===== src/rtl/uart_pkg.sv =====
// Shared UART definitions.
// Holds the transmitter state encoding, the frame data width and the default
// baud divider so a future receiver can reuse the same constants.
package uart_pkg;

    localparam int unsigned DATA_BITS       = 8;
    // 100 MHz system clock / 115200 baud
    localparam int unsigned DEFAULT_CLK_DIV = 868;

    typedef enum logic [1:0] {
        IDLE,
        START,
        DATA,
        STOP
    } tx_state_e;

endpackage


===== src/rtl/uart_tx_fifo_if.sv =====
// Core-side character port of the buffered UART transmitter.
// Signals:
//   din      [31:0]         character word; only din[7:0] is sent
//   we                      single-cycle write strobe
//   busy                    FIFO non-empty or frame in progress
//   full                    FIFO holds 2^FIFO_LOG2 bytes
//   overflow                sticky dropped-write flag
//   count    [FIFO_LOG2:0]  FIFO occupancy
// master: the core that writes characters; slave: the transmitter.
interface uart_tx_fifo_if #(
    parameter int unsigned FIFO_LOG2 = 4
);

    logic [31:0]        din;
    logic               we;
    logic               busy;
    logic               full;
    logic               overflow;
    logic [FIFO_LOG2:0] count;

    modport master (
        output din,
        output we,
        input  busy,
        input  full,
        input  overflow,
        input  count
    );

    modport slave (
        input  din,
        input  we,
        output busy,
        output full,
        output overflow,
        output count
    );

endinterface


===== src/rtl/sync_fifo.sv =====
// Synchronous first-word-fall-through FIFO.
// Ports:
//   clk, reset            clock and synchronous active-high reset
//   push, din [WIDTH]     write request and data
//   pop                   read request; dout already holds the head entry
//   dout [WIDTH]          head entry (valid while empty is low)
//   count [DEPTH_LOG2:0]  occupancy
//   full, empty           status flags
// A push while full is accepted only if a pop happens on the same edge.
module sync_fifo #(
    parameter int unsigned WIDTH      = 8,
    parameter int unsigned DEPTH_LOG2 = 4
) (
    input  logic                  clk,
    input  logic                  reset,
    input  logic                  push,
    input  logic                  pop,
    input  logic [WIDTH-1:0]      din,
    output logic [WIDTH-1:0]      dout,
    output logic [DEPTH_LOG2:0]   count,
    output logic                  full,
    output logic                  empty
);

    localparam int unsigned DEPTH = 1 << DEPTH_LOG2;
    localparam logic [DEPTH_LOG2:0] DEPTH_CNT = (DEPTH_LOG2 + 1)'(DEPTH);

    logic [WIDTH-1:0]      mem [DEPTH];
    logic [DEPTH_LOG2-1:0] wr_ptr_q;
    logic [DEPTH_LOG2-1:0] rd_ptr_q;
    logic [DEPTH_LOG2:0]   count_q;
    logic                  do_push;
    logic                  do_pop;

    assign empty   = (count_q == '0);
    assign full    = (count_q == DEPTH_CNT);
    assign do_pop  = pop && !empty;
    assign do_push = push && (!full || do_pop);
    assign dout    = mem[rd_ptr_q];
    assign count   = count_q;

    always_ff @(posedge clk) begin
        if (reset) begin
            wr_ptr_q <= '0;
            rd_ptr_q <= '0;
            count_q  <= '0;
        end else begin
            if (do_push) begin
                wr_ptr_q <= wr_ptr_q + 1'b1;
            end
            if (do_pop) begin
                rd_ptr_q <= rd_ptr_q + 1'b1;
            end
            if (do_push && !do_pop) begin
                count_q <= count_q + 1'b1;
            end else if (do_pop && !do_push) begin
                count_q <= count_q - 1'b1;
            end
        end
    end

    // Storage carries no reset; stale entries are never visible past the pointers.
    always_ff @(posedge clk) begin
        if (do_push) begin
            mem[wr_ptr_q] <= din;
        end
    end

endmodule


===== src/rtl/uart_tx_fifo.sv =====
// Buffered 8N1 UART transmitter.
// Ports:
//   clk    system clock
//   reset  synchronous, active-high reset
//   bus    core-side character port (din/we in; busy/full/overflow/count out)
//   txd    registered serial output, idle high
// Bytes written through bus are queued in a FIFO and sent back to back; each
// bit lasts CLK_DIV clocks, so one frame takes 10*CLK_DIV clocks.
module uart_tx_fifo
    import uart_pkg::*;
#(
    parameter int unsigned CLK_DIV   = DEFAULT_CLK_DIV,
    parameter int unsigned FIFO_LOG2 = 4
) (
    input  logic           clk,
    input  logic           reset,
    uart_tx_fifo_if.slave  bus,
    output logic           txd
);

    localparam int unsigned DIV_W = (CLK_DIV > 2) ? $clog2(CLK_DIV) : 1;
    localparam int unsigned BIT_W = $clog2(DATA_BITS);
    localparam logic [DIV_W-1:0] BAUD_LAST = DIV_W'(CLK_DIV - 1);
    localparam logic [BIT_W-1:0] BIT_LAST  = BIT_W'(DATA_BITS - 1);

    tx_state_e            state_q;
    logic [DIV_W-1:0]     baud_q;
    logic [BIT_W-1:0]     bit_q;
    logic [DATA_BITS-1:0] shift_q;
    logic                 txd_q;
    logic                 overflow_q;

    logic [DATA_BITS-1:0] fifo_dout;
    logic [FIFO_LOG2:0]   fifo_count;
    logic                 fifo_full;
    logic                 fifo_empty;
    logic                 baud_last;
    logic                 pop;

    logic unused_din;
    assign unused_din = ^bus.din[31:DATA_BITS];

    assign baud_last = (baud_q == BAUD_LAST);
    // A byte leaves the FIFO when idle, or at the end of a stop bit so frames
    // run back to back with no idle gap.
    assign pop = !fifo_empty && ((state_q == IDLE) || ((state_q == STOP) && baud_last));

    sync_fifo #(
        .WIDTH      (DATA_BITS),
        .DEPTH_LOG2 (FIFO_LOG2)
    ) u_fifo (
        .clk   (clk),
        .reset (reset),
        .push  (bus.we),
        .pop   (pop),
        .din   (bus.din[DATA_BITS-1:0]),
        .dout  (fifo_dout),
        .count (fifo_count),
        .full  (fifo_full),
        .empty (fifo_empty)
    );

    // shift_q[0] always holds the next data bit to put on the line.
    always_ff @(posedge clk) begin
        if (reset) begin
            state_q <= IDLE;
            baud_q  <= '0;
            bit_q   <= '0;
            shift_q <= '0;
            txd_q   <= 1'b1;
        end else begin
            unique case (state_q)
                IDLE: begin
                    baud_q <= '0;
                    bit_q  <= '0;
                    txd_q  <= 1'b1;
                    if (!fifo_empty) begin
                        shift_q <= fifo_dout;
                        state_q <= START;
                        txd_q   <= 1'b0;
                    end
                end
                START: begin
                    if (baud_last) begin
                        baud_q  <= '0;
                        bit_q   <= '0;
                        txd_q   <= shift_q[0];
                        shift_q <= shift_q >> 1;
                        state_q <= DATA;
                    end else begin
                        baud_q <= baud_q + 1'b1;
                    end
                end
                DATA: begin
                    if (baud_last) begin
                        baud_q <= '0;
                        if (bit_q == BIT_LAST) begin
                            bit_q   <= '0;
                            txd_q   <= 1'b1;
                            state_q <= STOP;
                        end else begin
                            bit_q   <= bit_q + 1'b1;
                            txd_q   <= shift_q[0];
                            shift_q <= shift_q >> 1;
                        end
                    end else begin
                        baud_q <= baud_q + 1'b1;
                    end
                end
                STOP: begin
                    if (baud_last) begin
                        baud_q <= '0;
                        if (!fifo_empty) begin
                            shift_q <= fifo_dout;
                            txd_q   <= 1'b0;
                            state_q <= START;
                        end else begin
                            txd_q   <= 1'b1;
                            state_q <= IDLE;
                        end
                    end else begin
                        baud_q <= baud_q + 1'b1;
                    end
                end
                default: begin
                    state_q <= IDLE;
                    baud_q  <= '0;
                    bit_q   <= '0;
                    txd_q   <= 1'b1;
                end
            endcase
        end
    end

    // A write into a full FIFO is only lost if no byte leaves on that edge.
    always_ff @(posedge clk) begin
        if (reset) begin
            overflow_q <= 1'b0;
        end else if (bus.we && fifo_full && !pop) begin
            overflow_q <= 1'b1;
        end
    end

    assign txd          = txd_q;
    assign bus.busy     = (state_q != IDLE) || (fifo_count != '0);
    assign bus.full     = fifo_full;
    assign bus.overflow = overflow_q;
    assign bus.count    = fifo_count;

endmodule


===== src/flat_wrapper.sv =====
// flat-port wrapper written by rule: the top's interface ports become plain ports
module uart_tx_fifo_flat import uart_pkg::*;
#(
    parameter int unsigned CLK_DIV   = DEFAULT_CLK_DIV,
    parameter int unsigned FIFO_LOG2 = 4
)
  (clk, reset, txd, bus_din, bus_we, bus_busy, bus_full, bus_overflow, bus_count);
  uart_tx_fifo_if #(.FIFO_LOG2(FIFO_LOG2)) bus_i ();
  input  logic clk;
  input  logic reset;
  output logic txd;
  input wire logic [$bits(bus_i.din)-1:0] bus_din;
  input wire logic [$bits(bus_i.we)-1:0] bus_we;
  output wire logic [$bits(bus_i.busy)-1:0] bus_busy;
  output wire logic [$bits(bus_i.full)-1:0] bus_full;
  output wire logic [$bits(bus_i.overflow)-1:0] bus_overflow;
  output wire logic [$bits(bus_i.count)-1:0] bus_count;
  assign bus_i.din = bus_din;
  assign bus_i.we = bus_we;
  assign bus_busy = bus_i.busy;
  assign bus_full = bus_i.full;
  assign bus_overflow = bus_i.overflow;
  assign bus_count = bus_i.count;
  uart_tx_fifo #(.CLK_DIV(CLK_DIV), .FIFO_LOG2(FIFO_LOG2)) u_core (.clk(clk), .reset(reset), .bus(bus_i), .txd(txd));
endmodule

===== config.mk =====
export PLATFORM = sky130hd
export DESIGN_NAME = uart_tx_fifo_flat
export DESIGN_NICKNAME = d
export VERILOG_FILES = /design/src/rtl/uart_pkg.sv /design/src/rtl/uart_tx_fifo_if.sv /design/src/rtl/sync_fifo.sv /design/src/rtl/uart_tx_fifo.sv /design/src/flat_wrapper.sv
export SDC_FILE = /design/constraint.sdc
export NUM_CORES = 1
export LEC_CHECK = 0
export BUFFER_PORTS_ARGS = -buffer_cell sky130_fd_sc_hd__buf_2
export CORE_MARGIN = 2
export CORE_UTILIZATION = 45
export CTS_CLUSTER_SIZE = 28
export DETAILED_ROUTE_END_ITERATION = 6
export PLACE_DENSITY_LB_ADDON = 0.2
export RECOVER_POWER = 50
export REMOVE_ABC_BUFFERS = 1
export SYNTH_ARGS = -nofsm -noshare
export SYNTH_HDL_FRONTEND = slang
export SYNTH_SLANG_ARGS = --single-unit

===== constraint.sdc =====
create_clock -name clk -period 10.16 [get_ports clk]
set_input_delay 2.032 -clock clk [delete_from_list [all_inputs] [get_ports clk]]
set_output_delay 2.032 -clock clk [all_outputs]
set_load 0.1 [all_outputs]

==> results of run 1 <==
stage by stage:
stage	instance area [sq um]	hold slack, ns	instances
floorplan	6950	0.413	439
global placement	7350	0.422	673
detailed placement	7350	0.438	673
CTS	7940	0.451	705
global route	7920	0.465	705
finish	7920	0.446	705
critical path: cells and delay by family (launching register included):
kind | cells | cell delay (ns)
flip-flops | 1 | 0.36
AND/OR/NAND/NOR | 2 | 0.81
buffers and inverters | 2 | 0.50
cell usage after synthesis, types with 4 or more instances:
cell type	count	share of area (%)
a21oi_1	10	0.71
xnor2_1	5	0.62
a211oi_1	14	1.5
nand3_1	9	0.64
inv_1	16	0.85
and3_1	4	0.36
xor2_1	12	1.5
buf_2	6	0.43
nor3_1	7	0.50
o2bb2ai_1	7	0.87
dfxtp_1	42	12
mux2i_1	9	1.3
ha_1	18	3.2
clkbuf_1	11	0.59
o21ai_0	10	0.71
mux4_2	26	8.3
and2_1	8	0.71
or3_1	4	0.36
nor2_1	41	2.2
o22ai_1	6	0.53
nand2_1	12	0.64
edfxtp_1	128	55
mux2_2	13	2.1
state kept, by name (all words and copies together) (netlist names), named ones only:
register                flops
u_core.u_fifo.rd_ptr_q      4
u_core.u_fifo.mem         128
u_core.shift_q              8
u_core.u_fifo.count         5
u_core.bit_q                3
u_core.u_fifo.wr_ptr_q      4
u_core.txd                  1
u_core.baud_q              10
u_core.bus.overflow         1
u_core.state_q              2
area by class of cell:
type | instances | area [sq um] | share of cell area, %
Clock buffer | 19 | 433 | 5.47
Clock inverter | 13 | 153 | 1.93
Multi-Input combinational cell | 253 | 2210 | 27.9
Tap cell | 211 | 264 | 3.33
Sequential cell | 170 | 4690 | 59.2
Inverter | 16 | 60.1 | 0.758
Timing Repair Buffer | 23 | 114 | 1.44
metal layers:
metal | vias to the layer above | global-route usage, % | wire, um | part of all wire (%)
li1 | 1804 | - | - | -
met1 | 1928 | 23.1 | 6030 | 45
met2 | 88 | 28.7 | 6480 | 48
met3 | 20 | 4.54 | 624 | 4.6
met4 | 0 | 7.16 | 289 | 2.2
met5 | - | 0 | 0 | 0
final timing paths:
kind / to / cells after the start / startpoint
hold reg to reg: u_core.baud_q[0] / 1 / u_core.baud_q[0]
setup / recovery: bus_full / 4 / u_core.u_fifo.count[0]
setup reg to reg: u_core.u_fifo.count[4] / 13 / u_core.baud_q[0]
hold / removal: u_core.baud_q[0] / 1 / u_core.baud_q[0]
where the power goes:
part           switching, W  total (W)  internal (W)
combinational      0.000398   0.000642      0.000244
clock              0.000282   0.000652      0.000370
sequential        0.0000294   0.000822      0.000793
total              0.000709    0.00212       0.00141
cells by family after synthesis:
logic type | after synthesis | share of synthesized area, %
DFF | 170 | 66.5
and+or+nand+nor | 102 | 7.43
AOI/OAI and AO/OA | 67 | 6.68
muxes | 48 | 11.7
buffers and inverters | 36 | 2.08
adders and majority gates | 19 | 3.48
xor gates and xnor gates | 17 | 2.11
==> flow_metrics.env, run 1 <==
export IMPL_numPortBuffers=19
export IMPL_cts_buffers=17
export IMPL_hold_buffers=0
export IMPL_end_kind="primary output"
export IMPL_n_fill_cell=1245
export IMPL_leakagePower_nw=2.62
export IMPL_die_area_sq_um=16700
export IMPL_crit_fanout=5
export IMPL_finalNetCount=535
export IMPL_drt_pass1_iterations=5
export IMPL_peakVddDrop_mv=0.144
export IMPL_path_class="flop to primary output"
export IMPL_die_h_um=129
export IMPL_die_w_um=129
export IMPL_fin_crit_ns=4.14
export IMPL_final_common_cell="edfxtp_1"
export IMPL_grt_ovfl_total=0
export IMPL_p_per_area_nw_per_um2=267
export IMPL_avgSynthCellArea_sq_um=15.3
export IMPL_clockRootBuffer="clkbuf_16"
export IMPL_arrival_ns=2.10
export IMPL_layout_common_cells="edfxtp_1, nor2_1, dfxtp_1"
export IMPL_clockBufferDepth=2
export IMPL_wirelength_mm=13.4
export IMPL_crit_chain="or3_1, or3b_1, inv_1, buf_2"
export IMPL_start_util_pct=46.1
export IMPL_antenna_found_initial=0
export IMPL_drv_cap=0
export IMPL_drc=0
export IMPL_antenna_left=0
export IMPL_synth_cell_types=54
export IMPL_reg2reg_setup_slack_ns=6.19
export IMPL_vias=3840
export IMPL_final_util_pct=51.9
export IMPL_dp_hpwl_mm=8.31
export IMPL_synth_edff_count=128
export IMPL_synth_cells=459
export IMPL_hold_violations=0
export IMPL_ys_ff_latch=170
export IMPL_cpPeakStageDelay_ns=0.43
export IMPL_fmax_mhz=242
export IMPL_area_growth_pct=12.5
export IMPL_max_slew_margin_pct=23.4
export IMPL_grt_max_degree=40
export IMPL_layout_setup_ws_ns=6.02
export IMPL_drive_gt1_share_pct=18.6
export IMPL_status="completed"
export IMPL_htree_levels=4
export IMPL_drtIter0Drc=309
export IMPL_coreArea_sq_um=15300
export IMPL_ctsResizeCount=0
export IMPL_setup_viol=0
export IMPL_io_pins=44
export IMPL_hp_class="flop to flop"
export IMPL_finalSetupTns_ns=0
export IMPL_seq_area_frac_synth_pct=66.5
export IMPL_num_rows=45
export IMPL_slew_violations=0
export IMPL_grt_pass1_wl_mm=21.4
export IMPL_yosys_warnings=0
export IMPL_antenna_cells=0
export IMPL_power_w=0.00212
export IMPL_wl_per_cell_um=19.0
export IMPL_clk_pin_slew_worst_paths_ns=0.07
export IMPL_cp_required_ns=8.13
export IMPL_tritoncts="built"
export IMPL_async_flop_share_pct=0
export IMPL_insertion_delay_ns=0.43
export IMPL_grt_usage_pct=17.7
export IMPL_cts_sinks=170
export IMPL_start_kind="flop"
export IMPL_grt_pass1_vias=3908
export IMPL_routabilityCongestion=0.769
export IMPL_cts_setup_buffers=0
export IMPL_pre_cts_ws_ns=5.83
export IMPL_finClkSkew_ns=0.00902
export IMPL_finalCritPeriodShare_pct=40.7
export IMPL_viasPerCell=5.45
export IMPL_synthFlopType="edfxtp_1"
export IMPL_netlist_area_sq_um=7040
export IMPL_tightest_slew_ns=1.15
export IMPL_cp_slowest_cell="or3_1"
export IMPL_grt_setup_unrepaired="false"
Power figures use the tool's default switching activity.
==> run 2: changes to the inputs <==
==> constraint.sdc (replaced) <==
create_clock -name clk -period 3.9 [get_ports clk]
set_input_delay 0.78 -clock clk [delete_from_list [all_inputs] [get_ports clk]]
set_output_delay 0.78 -clock clk [all_outputs]
set_load 0.1 [all_outputs]
==> flow_metrics.env, run 2 (synthesized netlist as in run 1, its figures left out) <==
export IMPL_fmax_mhz=299
export IMPL_coreArea_sq_um=15300
export IMPL_cts_setup_buffers=0
export IMPL_grt_usage_pct=17.7
export IMPL_end_kind="flop"
export IMPL_clk_pin_slew_worst_paths_ns=0.06
export IMPL_status="completed"
export IMPL_die_area_sq_um=16700
export IMPL_max_slew_margin_pct=22.3
export IMPL_power_w=0.00537
export IMPL_finalNetCount=546
export IMPL_vias=3822
export IMPL_io_pins=44
export IMPL_finClkSkew_ns=0.00924
export IMPL_n_fill_cell=1263
export IMPL_wirelength_mm=13.3
export IMPL_grt_setup_unrepaired="false"
export IMPL_insertion_delay_ns=0.42
export IMPL_clockRootBuffer="clkbuf_16"
export IMPL_grt_pass1_vias=3977
export IMPL_wl_per_cell_um=18.6
export IMPL_cts_sinks=170
export IMPL_drt_pass1_iterations=4
export IMPL_cp_required_ns=4.19
export IMPL_grt_max_degree=26
export IMPL_layout_common_cells="edfxtp_1, nor2_1, dfxtp_1"
export IMPL_placed_cells=684
export IMPL_ctsResizeCount=0
export IMPL_viasPerCell=5.35
export IMPL_drv_cap=0
export IMPL_num_rows=45
export IMPL_fin_crit_ns=3.34
export IMPL_antenna_found_initial=0
export IMPL_die_w_um=129
export IMPL_tightest_slew_ns=1.17
export IMPL_hold_buffers=0
export IMPL_p_per_area_nw_per_um2=677
export IMPL_largest_register_ffs=128
export IMPL_leakagePower_nw=2.62
export IMPL_hold_violations=0
export IMPL_grt_pass1_wl_mm=21.5
export IMPL_hp_class="flop to flop"
export IMPL_antenna_left=0
export IMPL_drc=0
export IMPL_crit_fanout=5
export IMPL_grt_ovfl_total=0
export IMPL_path_class="flop to flop"
export IMPL_final_common_cell="edfxtp_1"
export IMPL_antenna_cells=0
export IMPL_setup_viol=0
export IMPL_start_util_pct=46.1
export IMPL_drive_gt1_share_pct=18.8
export IMPL_finalCritPeriodShare_pct=85.7
export IMPL_start_kind="flop"
export IMPL_top_regs="u_core.u_fifo.mem (128), u_core.baud_q (10), u_core.shift_q (8)"
export IMPL_area_growth_pct=12.7
export IMPL_dp_hpwl_mm=8.60
export IMPL_die_h_um=129
export IMPL_tritoncts="built"
export IMPL_peakVddDrop_mv=0.351
export IMPL_design_area_sq_um=7930
export IMPL_dpl_cell_area_sq_um=7430
export IMPL_clockBufferDepth=2
export IMPL_regMostFlops="u_core.u_fifo.mem"
export IMPL_routabilityCongestion=0.765
export IMPL_slew_violations=0
export IMPL_drtIter0Drc=198
export IMPL_finalSetupTns_ns=0
export IMPL_numPortBuffers=19
export IMPL_arrival_ns=3.63
export IMPL_fin_cells=715
export IMPL_htree_levels=4
export IMPL_cts_buffers=17
[run 2: cell type report]
class                   instances  area (sq um)  area share (%)
clock buffers                  17           425            5.36
clock inverters                14           113            1.42
inverters                      16          60.1           0.757
multi-input cells             253          2200            27.8
flip-flops and latches        170          4690            59.1
well taps                     211           264            3.33
repair buffers                 34           181            2.29
[run 2: worst paths after layout]
path	cells after the start	slack, ns	start	to
hold reg to reg	1	0.45	u_core.baud_q[0]	u_core.baud_q[0]
setup / recovery	14	0.56	u_core.baud_q[0]	u_core.u_fifo.count[4]
hold / removal	1	0.45	u_core.baud_q[0]	u_core.baud_q[0]
setup reg to reg	14	0.56	u_core.baud_q[0]	u_core.u_fifo.count[4]
[run 2: metrics by stage]
step | utilization [%] | setup WS, ns | hold WS, ns
finish | 52.0 | 0.559 | 0.447
global route | 52.0 | 0.263 | 0.465
CTS | 52.2 | 0.582 | 0.454
detailed placement | 48.7 | 0.610 | 0.439
global placement | 48.7 | 0.667 | 0.422
floorplan | - | 0.364 | 0.413
[run 2: worst max-delay path, stage by stage, from the launching register on]
cell and delay [ns]:
dfxtp_1 0.35, ha_1 0.26, or3b_1 0.41, nor4_1 0.19, clkbuf_1 0.20, o31a_1 0.20, ha_1 0.23, inv_1 0.11
ha_1 0.29, nor2b_1 0.13, o21a_1 0.17, or3_1 0.30, a21oi_1 0.18, xnor2_1 0.14, nor2_1 0.05
[run 2: metal layers]
layer	track usage (%)	share of wire, %
met2	30.4	52
met4	5.56	0.39
met3	4.21	3.3
met1	22.4	45
met5	0	0
[run 2: where the power goes]
| group | switching (W) | internal, W | total (W) |
|---|---|---|---|
| Sequential | 0.000137 | 0.00207 | 0.00220 |
| Combinational | 0.000995 | 0.000643 | 0.00164 |
| Clock | 0.000709 | 0.000826 | 0.00153 |
| Total | 0.00184 | 0.00353 | 0.00537 |
==> run 3: changes to the inputs <==
--- a/config.mk
+++ b/config.mk
@@ -5,12 +5,13 @@
 export SDC_FILE = /design/constraint.sdc
 export NUM_CORES = 1
 export LEC_CHECK = 0
+export ABC_AREA = 1
 export BUFFER_PORTS_ARGS = -buffer_cell sky130_fd_sc_hd__buf_2
 export CORE_MARGIN = 2
 export CORE_UTILIZATION = 45
 export CTS_CLUSTER_SIZE = 28
 export DETAILED_ROUTE_END_ITERATION = 6
-export PLACE_DENSITY_LB_ADDON = 0.2
+export PLACE_DENSITY = 0.66
 export RECOVER_POWER = 50
 export REMOVE_ABC_BUFFERS = 1
 export SYNTH_ARGS = -nofsm -noshare
==> flow_metrics.env, run 3 <==
export IMPL_synth_edff_count=128
export IMPL_finalCritPeriodShare_pct=77.1
export IMPL_clockBufferDepth=2
export IMPL_finClkSkew_ns=0.0146
export IMPL_top_layer="met4"
export IMPL_end_kind="flop"
export IMPL_drtIter0Drc=310
export IMPL_status="completed"
export IMPL_cts_buffers=17
export IMPL_setup_viol=0
export IMPL_finalNetCount=853
export IMPL_path_buf_inv=3
export IMPL_drv_cap=0
export IMPL_drc=0
export IMPL_synthTopCellsByCount="nand2_1, edfxtp_1, nand3_1"
export IMPL_fin_hold_ws_ns=0.453
export IMPL_final_common_cell="nand2_1"
export IMPL_antenna_found_initial=0
export IMPL_grt_max_degree=69
export IMPL_layout_setup_ws_ns=0.893
export IMPL_regMostFlops="u_core.u_fifo.mem"
export IMPL_grt_ovfl_total=0
export IMPL_hp_class="flop to flop"
export IMPL_seq_area_frac_synth_pct=62.0
export IMPL_cts_sinks=170
export IMPL_yosysMostFrequentCell="nand2_1"
export IMPL_p_per_area_nw_per_um2=677
export IMPL_peakVddDrop_mv=0.718
export IMPL_grt_pass1_vias=4797
export IMPL_area_growth_pct=11.1
export IMPL_n_fill_cell=1496
export IMPL_top_regs="u_core.u_fifo.mem (128), u_core.baud_q (10), u_core.shift_q (8)"
export IMPL_die_area_sq_um=17800
export IMPL_cp_top_family="simple AND/OR/NAND/NOR gates"
export IMPL_grt_usage_pct=17.6
export IMPL_clockRootBuffer="clkbuf_16"
export IMPL_avgSynthCellArea_sq_um=9.64
export IMPL_cp_required_ns=4.23
export IMPL_synth_top_family_by_area="simple AND/OR/NAND/NOR gates"
export IMPL_synthFlopType="edfxtp_1"
export IMPL_start_kind="flop"
export IMPL_largest_register_ffs=128
export IMPL_fmax_mhz=333
export IMPL_critPathMostFrequentCell="nor2_1"
export IMPL_arrival_ns=3.34
export IMPL_final_util_pct=51.0
export IMPL_die_h_um=134
export IMPL_vias=5082
export IMPL_slew_violations=0
export IMPL_drt_pass1_iterations=5
export IMPL_routabilityCongestion=0.760
export IMPL_yosys_area_share_xor_xnor_pct=0.812
export IMPL_wirelength_mm=14.9
export IMPL_synth_cells=783
export IMPL_insertion_delay_ns=0.43
export IMPL_clk_pin_slew_worst_paths_ns=0.07
export IMPL_drt_met1_wl_mm=6.79
export IMPL_viasPerCell=4.92
export IMPL_muxShareOfSynthArea_pct=0
export IMPL_crit_fanout=6
export IMPL_ys_ff_latch=170
export IMPL_route_met3_wl_um=772
export IMPL_layout_common_cells="nand2_1, edfxtp_1, nand3_1"
export IMPL_antenna_cells=0
export IMPL_fin_crit_ns=3.01
export IMPL_ctsResizeCount=0
export IMPL_num_rows=47
export IMPL_crit_chain="ha_1, inv_1, nor2_1, nand2_4, nor2_1, nand3_2, nand3_1, nand2_1, inv_4, ha_1, inv_1, ha_1, a21oi_1, nor2_1, o21ai_0, nand3_1, nor2_1, nor2_1"
export IMPL_tritoncts="built"
export IMPL_async_flop_share_pct=0
export IMPL_grt_setup_unrepaired="false"
export IMPL_synth_area_leaders="edfxtp_1, dfxtp_1, nand2_1, nand3_1, inv_1"
export IMPL_yosys_warnings=0
export IMPL_tightest_slew_ns=1.09
export IMPL_leakagePower_nw=3.43
export IMPL_cp_slowest_cell="dfxtp_1"
export IMPL_path_class="flop to flop"
export IMPL_cpPeakStageDelay_ns=0.36
export IMPL_synth_simple_gate_area_share_pct=22.9
export IMPL_numPortBuffers=19
export IMPL_start_util_pct=45.9
export IMPL_synth_largest_area_cell="edfxtp_1"
export IMPL_wl_met2_mm=7.06
export IMPL_synth_top_cell_area_share_pct=50.9
export IMPL_antenna_left=0
export IMPL_synth_adder_area_share_pct=3.25
export IMPL_grt_pass1_wl_mm=24.1
export IMPL_die_w_um=134
export IMPL_coreArea_sq_um=16500
export IMPL_hold_buffers=0
export IMPL_synth_cell_types=41
export IMPL_pre_cts_ws_ns=1.20
export IMPL_dp_hpwl_mm=8.99
export IMPL_netlist_area_sq_um=7550
export IMPL_drive_gt1_share_pct=8.25
export IMPL_wl_per_cell_um=14.4
export IMPL_hold_violations=0
export IMPL_synth_compound_area_share_pct=4.36
export IMPL_io_pins=44
export IMPL_max_slew_margin_pct=27.4
export IMPL_cts_setup_buffers=0
export IMPL_htree_levels=4
run 3: report_power, final:
group	leakage, nW	total, W	switching, W	internal, W
clock network	0.276	0.00168	0.000724	0.000959
registers	1.50	0.00215	0.0000757	0.00208
logic	1.65	0.00184	0.00132	0.000521
total	3.43	0.00568	0.00212	0.00356
run 3: path summary, 6_finish.rpt:
check,start,end,slack (ns),depth (start not counted)
worst min-delay path,u_core.bus.overflow,u_core.bus.overflow,0.45,2
worst min register to register,u_core.bus.overflow,u_core.bus.overflow,0.45,2
worst max register to register,u_core.baud_q[0],u_core.u_fifo.count[4],0.89,18
worst max-delay path,u_core.baud_q[0],u_core.u_fifo.count[4],0.89,18
run 3: routing by layer:
metal  global-route usage [%]  vias up
met4                     6.44        0
met5                        0        -
li1                         -     2598
met3                     4.03       20
met2                     29.1      121
met1                     22.9     2343
run 3: stage by stage:
step                      cells  total power, W  cell area (sq um)  TNS [ns]
after floorplan             755         0.00359               7410     -1.05
after global routing       1032         0.00602               8390         0
after CTS                  1032         0.00573               8420         0
final                      1032         0.00568               8390         0
after detailed placement   1000         0.00405               7830         0
after global placement     1000         0.00403               7830         0
run 3: area by class of cell:
type	instances	area [sq um]	area share, %
clock buffer	18	429	5.11
clock inverter	14	160	1.91
inverter	97	368	4.38
multi-input combinational	488	2340	27.9
sequential	170	4690	55.8
tap	220	275	3.28
timing repair buffer	25	130	1.55
run 3: logic make-up (layout without fill, tap and decap cells):
| family | count (synthesis) | count (layout) |
|---|---|---|
| simple gates | 405 | 405 |
| flops | 170 | 170 |
| buf+inv | 125 | 154 |
| compound gates | 57 | 57 |
| fa+ha+maj | 19 | 19 |
| xor+xnor | 7 | 7 |
run 3: tightest hold or removal path, delay by kind of cell, from the launching register on:
| family | cells | cell delay [ns] |
|---|---|---|
| AOI/OAI and AO/OA | 1 | 0.05 |
| buffers and inverters | 1 | 0.04 |
| DFF | 1 | 0.31 |
